==> config.mk <==
export PLATFORM = sky130hd
export DESIGN_NAME = wbu
export DESIGN_NICKNAME = d
export VERILOG_FILES = /design/src/rtl/wbu.sv
export SDC_FILE = /design/constraint.sdc
export NUM_CORES = 1
export LEC_CHECK = 0
export BUFFER_PORTS_ARGS = -buffer_cell sky130_fd_sc_hd__buf_2
export CORE_MARGIN = 5
export CORE_UTILIZATION = 52
export DETAILED_ROUTE_END_ITERATION = 10
export PLACE_DENSITY = 0.81
export SYNTH_ARGS = -nofsm -noshare
export SYNTH_HDL_FRONTEND = slang
export SYNTH_SLANG_ARGS = --single-unit
==> constraint.sdc <==
create_clock -name clk -period 2.4 [get_ports clk]
set_input_delay 0.36 -clock clk [delete_from_list [all_inputs] [get_ports clk]]
set_output_delay 0.36 -clock clk [all_outputs]
set_load 0.005 [all_outputs]
==> src/rtl/wbu.sv <==
// Write-back unit: buffers one LSU result, commits it to the GPR/CSR write ports, then offers the next PC to IFU.
// Latency: accept edge -> COMMIT (write ports active) -> NOTIFY (npc_out valid); at least 3 cycles per instruction.
// Backpressure: ready_out_lsu only in IDLE; NOTIFY holds valid_out_ifu/npc_out until ready_in_ifu.
module wbu #(
    parameter logic [31:0] RESET_PC = 32'h8000_0000
) (
    input  logic        clk,
    input  logic        rst,
    input  logic        valid_in_lsu,
    output logic        ready_out_lsu,
    input  logic [31:0] pc,
    input  logic [31:0] alu_out,
    input  logic [31:0] rdata,
    input  logic [31:0] csr_out,
    input  logic [6:0]  opcode,
    input  logic        ben,
    input  logic [4:0]  rd,
    input  logic        gpr_wen,
    input  logic        csr_wen,
    input  logic [11:0] csr_waddr,
    input  logic [31:0] csr_wdata,
    input  logic        sys_jump,
    output logic        gpr_we,
    output logic [4:0]  gpr_waddr,
    output logic [31:0] gpr_wdata,
    output logic        csr_we,
    output logic [11:0] csr_waddr_o,
    output logic [31:0] csr_wdata_o,
    output logic        valid_out_ifu,
    output logic [31:0] npc_out,
    input  logic        ready_in_ifu,
    output logic [31:0] inst_cnt
);

    localparam logic [6:0] OP_LOAD   = 7'b0000011;
    localparam logic [6:0] OP_JAL    = 7'b1101111;
    localparam logic [6:0] OP_JALR   = 7'b1100111;
    localparam logic [6:0] OP_BRANCH = 7'b1100011;
    localparam logic [6:0] OP_SYSTEM = 7'b1110011;

    typedef enum logic [1:0] {
        IDLE   = 2'd0,
        COMMIT = 2'd1,
        NOTIFY = 2'd2
    } state_t;

    typedef struct packed {
        logic [31:0] pc;
        logic [31:0] alu_out;
        logic [31:0] rdata;
        logic [31:0] csr_out;
        logic [6:0]  opcode;
        logic        ben;
        logic [4:0]  rd;
        logic        gpr_wen;
        logic        csr_wen;
        logic [11:0] csr_waddr;
        logic [31:0] csr_wdata;
        logic        sys_jump;
    } wb_rec_t;

    state_t      state;
    wb_rec_t     wb_q;
    wb_rec_t     wb_d;
    logic [31:0] pc_plus4;
    logic [31:0] npc_nxt;
    logic [31:0] wdata_sel;

    always_comb begin
        wb_d           = '0;
        wb_d.pc        = pc;
        wb_d.alu_out   = alu_out;
        wb_d.rdata     = rdata;
        wb_d.csr_out   = csr_out;
        wb_d.opcode    = opcode;
        wb_d.ben       = ben;
        wb_d.rd        = rd;
        wb_d.gpr_wen   = gpr_wen;
        wb_d.csr_wen   = csr_wen;
        wb_d.csr_waddr = csr_waddr;
        wb_d.csr_wdata = csr_wdata;
        wb_d.sys_jump  = sys_jump;
    end

    assign pc_plus4 = wb_q.pc + 32'd4;

    // Trap/return target wins over any control-flow decode of the same instruction.
    always_comb begin
        npc_nxt = pc_plus4;
        if (wb_q.sys_jump)
            npc_nxt = wb_q.csr_out;
        else if (wb_q.opcode == OP_JALR)
            npc_nxt = wb_q.alu_out & ~32'h1;
        else if (wb_q.opcode == OP_JAL)
            npc_nxt = wb_q.alu_out;
        else if (wb_q.opcode == OP_BRANCH && wb_q.ben)
            npc_nxt = wb_q.alu_out;
    end

    always_comb begin
        wdata_sel = wb_q.alu_out;
        case (wb_q.opcode)
            OP_LOAD:          wdata_sel = wb_q.rdata;
            OP_JAL, OP_JALR:  wdata_sel = pc_plus4;
            OP_SYSTEM:        wdata_sel = wb_q.csr_out;
            default:          wdata_sel = wb_q.alu_out;
        endcase
    end

    assign gpr_waddr   = wb_q.rd;
    assign gpr_wdata   = wdata_sel;
    assign csr_waddr_o = wb_q.csr_waddr;
    assign csr_wdata_o = wb_q.csr_wdata;

    always_ff @(posedge clk) begin
        if (rst) begin
            state         <= IDLE;
            wb_q          <= '0;
            ready_out_lsu <= 1'b1;
            gpr_we        <= 1'b0;
            csr_we        <= 1'b0;
            valid_out_ifu <= 1'b0;
            npc_out       <= RESET_PC;
            inst_cnt      <= '0;
        end else begin
            case (state)
                IDLE: begin
                    if (valid_in_lsu) begin
                        wb_q          <= wb_d;
                        state         <= COMMIT;
                        ready_out_lsu <= 1'b0;
                        // Write enables are decoded from the incoming fields so they line up with COMMIT.
                        gpr_we        <= gpr_wen && (rd != 5'd0);
                        csr_we        <= csr_wen;
                    end
                end
                COMMIT: begin
                    state         <= NOTIFY;
                    gpr_we        <= 1'b0;
                    csr_we        <= 1'b0;
                    npc_out       <= npc_nxt;
                    inst_cnt      <= inst_cnt + 32'd1;
                    valid_out_ifu <= 1'b1;
                end
                NOTIFY: begin
                    if (ready_in_ifu) begin
                        state         <= IDLE;
                        valid_out_ifu <= 1'b0;
                        ready_out_lsu <= 1'b1;
                    end
                end
                default: begin
                    state         <= IDLE;
                    ready_out_lsu <= 1'b1;
                    valid_out_ifu <= 1'b0;
                    gpr_we        <= 1'b0;
                    csr_we        <= 1'b0;
                end
            endcase
        end
    end

endmodule
### After elaboration in Yosys (flattened, before gate mapping)

Cells that the tools add are included.

| storage, ports and cells | value |
|---|---|
| register bits | 256 |
| input port bits | 192 |
| output and inout bits | 149 |
| logic and storage cells | 58 |

| operators by class | value |
|---|---|
| add/subtract/negate cells | 2 |
| equality and inequality tests | 9 |
| muxes and demuxes | 17 |
| bitwise gates (word level) | 3 |
| reductions and logical operators | 10 |

Operators by type and width:

| operator | number |
|---|---|
| $mux W32 | 4 |
| $pmux W32 S3 | 1 |
| $add A32 B1 Y32 const B | 1 |
| $add A32 B3 Y32 const B | 1 |
| $eq A7 B7 Y1 const B | 4 |
| $reduce_and A2 Y1 | 4 |
| $eq A7 B2 Y1 const B | 1 |
| $pmux W1 S3 | 2 |
| $pmux W2 S3 | 1 |
| $mux W1 | 5 |
| $reduce_bool A5 Y1 | 1 |
| $mux W2 | 2 |
| $ne A2 B2 Y1 const B | 2 |
| $pmux W1 S2 | 2 |
| $not A1 Y1 | 3 |
| $reduce_and A3 Y1 | 1 |
| $eq A2 B1 Y1 const B | 1 |
| $eq A2 B2 Y1 const B | 1 |
| $logic_and A1 B1 Y1 | 2 |
| $logic_not A2 Y1 | 1 |
| $reduce_or A2 Y1 | 1 |

### Longest topological paths before layout

| depth | value |
|---|---|
| depth in word-level cells | 6 |
| gate-level depth with buffers | 8 |
| mapped depth without buffers | 6 |

### Worst setup path before layout

OpenSTA, ideal clock, no wires.

| path | value |
|---|---|
| kind | reg2out |
| start point | register wb_q[55] in the netlist's numbering |
| end point | output port gpr_wdata[21] |
| data arrival time | 1.902 ns |
| required time | 2.040 ns |
| slack | 0.138 ns |
| stages on the path, launching flop included | 8 |
| path buffers | 2 |
| cells stage by stage | dfxtp_1 buf_2 or4_4 nor3_4 nor3_2 buf_6 a222oi_1 a21bo_1 |

| between the ends | value |
|---|---|
| longest elaborated chain between the ends | 3 |
| elaborated cells between the ends (all ways) | 6 |
| those cells by class | eq/ne (4); mux (1); reduce/logical (1) |

Ends and longest elaborated chain:

| item | line | source |
|---|---|---|
| from (decl) | 63 | `wb_rec_t wb_q;` |
| from (signal assigned) | 129 | `wb_q <= wb_d;` |
| $eq A7 B7 Y1 | 102 | `case (wb_q.opcode)` |
| $reduce_or A2 Y1 | 102 |  |
| $pmux W32 S3 (*) | 102 |  |
| to (decl) | 25 | `output logic [31:0] gpr_wdata,` |

Every way passes the cells marked *; elsewhere a longest branch is shown, timed or not.

### Worst setup path in the final report

| path | value |
|---|---|
| start point | register wb_q[55] in the netlist's numbering |
| end point | output port gpr_wdata[24] |

The elaborated chain is that of the path after synthesis.

==> summary by stage <==
STA
The maximum clock frequency is 338 MHz. The worst pin sits at a relative slew slack of 0.585. In the finished design, the share of the clock period the worst path needs comes to 1.23. The smallest setup slack after layout is -0.561 ns. Setup repair after global routing could not meet its margin everywhere.

The pin slew with the least headroom to its limit is 0.618 ns. For the final database, setup skew stands at around 0.0074 ns. The max-slew violation count is 0. The count of final hold-check violations is 0.

Across all hold checks on the routed design, the worst slack comes to 0.0537 ns. The final-report setup violation count is 32. The time the worst path needs with I/O delays and setup is 2.96 ns.

Worst setup path
The startpoint type of the worst setup path is a register. Data on the critical path arrives at its endpoint at around 2.6 ns. In this run the register-to-register setup slack is 0.37 ns. The capturing element type of the critical path is an output port.

The critical setup path kind is reg2out. The required time at the worst-slack endpoint is 2.04 ns. Of all nets on the critical path, the largest fanout is 6.

GRT
The overall overflow remaining after global route is 0. The via count of the first global-routing pass is between 10000 and 15000. The first global-routing pass estimated 59500 um of wire. The number of antenna violations at the first check in global routing is 7. Entering global routing, the biggest net connects 84 pins. In the global route stage, overall resource usage came out at 0.299.

Floorplanning
The area of the placeable core is 21600 um2. The vertical die dimension is around 160 um. The die is 158 um wide.

The full die area is 24900 um2. The initial utilization of the core area, before any placement, comes to 0.525. The boundary pin count is 341. Row generation in the floorplan step produced 54 rows.

Drt
The routed layout has about 12000 vias. The detail route stage leaves a number of antenna-violating nets equal to 0. The final routed wire length divided by cell count is 19.3 um. The first routing iteration left around 1200 violations. The number of vias per cell is around 5.7. The number of iterations in the first detailed-routing pass is 6. The final routed wirelength across all metal layers is 40100 um.

After detailed routing, the number of remaining DRC violations is 0.

Clock tree
For the worst-skew pair, the clock arrives at the later sink with an insertion delay of 0.54 ns. The clock tree root driver cell is clkbuf_16. CTS built an H-tree with a depth of 1. Clock-pin slew was measured on the worst setup and hold paths at 0.06 ns. The maximum buffer depth of the clock tree is 3. The number of clock buffers added by TritonCTS is 27. TritonCTS built the clock tree. The quantity of hold-fixing buffers added after cts is 0.

The clock drives 256 sinks.

Synth
The post-synthesis sequential element count is 256. The synthesized design contains 0 enable-type register cells. The number of nets in the synthesized netlist is 1669.

The dominant synthesized flop cell is dfxtp_1. The cell count after synthesis is 1475. Synthesis instantiated 52 different standard cells from the library.

In the synthesized netlist the async set-or-reset flop fraction comes to 0. The post-synthesis instance area is around 11000 um2. The share of the Yosys chip area taken by registers is 0.452. The number of synthesis warnings is 0. In this run the mean area of a mapped cell was around 7.7 um2.

Cells and area
The cell area after layout is 14500 um2. The final layout contains just under 2000 nets. The layout cell share with drive strength beyond 1 is 0.285. The fill cell instance count of the final layout is 1872. Excluding fillers, the count of instances in the completed layout stands at 2078. The layout-stage area growth over the synthesis result is 27.9%.

Place
The congestion estimate from routability-driven global placement came to 0.973. The cell area after placement is ~13000 um2. The HPWL after detailed placement is 28000 um. In this run the tool buffered the top-level ports with 340 buffer cells. Including well taps, the total number of placed cells is around 2000.

Run
Max-cap violations in this run came to 0.

Pwr
The total power divided by cell area is 692 nW/um2. The maximum ir drop on the vdd rail is 0.000500 V. In this run the static leakage power is 6.24 nW.

Run status
The run finished, with violations left. The checks that failed: negative setup slack.

Min path
The worst hold path class is in2reg.
## cells in the mapped netlist (all sizes together), types with 4 or more instances
master    n  share of area
nand2   436           0.14
dfxtp   256           0.45
a21oi   224          0.099
clkbuf   99          0.033
nor2     70          0.023
buf      60          0.038
o21ai    42          0.019
xnor2    31          0.024
a222oi   27          0.024
nand3    21         0.0093
nand4    19          0.010
nor3     19         0.0098
or3      15         0.0083
xor2     15          0.012
inv      12         0.0040
a211oi   11         0.0073
and4     11         0.0085
nor4     10         0.0061
and3      9         0.0050
a211o     7         0.0054
nand2b    7         0.0039
o221a     7         0.0069
a221o     6         0.0053
a31oi     6         0.0033
or4       6         0.0043
a221oi    4         0.0031
a22o      4         0.0031
nor2b     4         0.0022
o211ai    4         0.0026
o31ai     4         0.0026
o32ai     4         0.0031
## layout make-up
type	instances	area, um2	share of cell area
diodes	8	20.0	0.00138
clock buffers	36	769	0.0530
clock inverters	13	98.8	0.00681
inverters	12	45.0	0.00310
multi-input cells	1050	5540	0.382
flip-flops and latches	256	5130	0.354
well taps	280	350	0.0241
repair buffers	423	2550	0.176
## flip-flops by register name, indices dropped and copies added (netlist names)
name and flops:
csr_waddr_o 12, state 2, csr_wdata_o 32, ready_out_lsu 1, npc_out 32, gpr_waddr 5
csr_we 1, gpr_we 1, wb_q 137, inst_cnt 32, valid_out_ifu 1
## through the flow
step | setup TNS [ns] | util | power (mW) | setup WS, ns
2_1_floorplan | 0 | - | 5.46 | 0.138
3_3_place_gp | -4.93 | 0.613 | 5.99 | -0.226
3_5_place_dp | -6.87 | 0.613 | 6.02 | -0.279
4_1_cts | -15.77 | 0.659 | 10.1 | -0.548
5_1_grt | -17.16 | 0.671 | 10.5 | -0.667
6_report | -14.68 | 0.671 | 10.0 | -0.561
## worst max-delay path, stage by stage, from the launching register on
cell and delay, ns:
dfxtp_2 0.32, or4_4 0.55, nor3_4 0.18, buf_6 0.15, nor3_4 0.06, buf_12 0.16, a222oi_1 0.29, nand3b_1 0.18
buf_2 0.17
## timing repair
action | in CTS | in global routing
endpoints found under the setup margin | 32 | 32
buffers inserted | 5 | 6
gates resized for setup | 16 | 39
pin swaps | 5 | 21
cloned | 2 | 4
## power by group
part           internal (mW)  leakage (nW)  switching [mW]  total (mW)
clock network           2.35         0.434            1.71        4.06
logic                  0.548          3.71           0.736        1.28
registers               4.50          2.10           0.192        4.69
total                   7.40          6.24            2.64        10.0
## path summary, 6_finish.rpt
path / start / end / depth (start not counted)
worst max-delay path: wb_q[55] / gpr_wdata[24] / 8
worst min-delay path: csr_waddr[9] / csr_waddr_o[9] / 3
worst max register to register: wb_q[158] / npc_out[13] / 8
worst min register to register: csr_wdata_o[21] / csr_wdata_o[21] / 2
## logic make-up (layout without fill, tap and decap cells)
logic type / Yosys count / after routing / synth area share
adders and majority gates: 2 / 2 / 0.00221
muxes: 2 / 2 / 0.00176
xor gates and xnor gates: 46 / 46 / 0.0355
other: 0 / 8 / 0
and+or+nand+nor: 635 / 637 / 0.240
AOI/OAI and AO/OA: 363 / 363 / 0.194
buffers and inverters: 171 / 484 / 0.0748
DFF: 256 / 256 / 0.452
## per-layer routing
layer  GRT usage  vias up  wire length, um
li1            -     5626                -
met1       0.348     5462            14800
met2       0.509      639            19200
met3      0.0634      141             3950
met4       0.176        2             2210
met5           0        -               13
## placed cells by master (no fill, tap or decap), types with 20 or more instances in the layout
| cell | n |
|---|---|
| nand2_1 | 436 |
| nand3_1 | 20 |
| o21ai_0 | 30 |
| buf_4 | 64 |
| dfxtp_1 | 251 |
| buf_2 | 338 |
| clkbuf_16 | 30 |
| nor2_1 | 68 |
| xnor2_1 | 29 |
| a21oi_1 | 224 |
| a222oi_1 | 27 |
No activity file was read; power rests on OpenSTA's default activity.
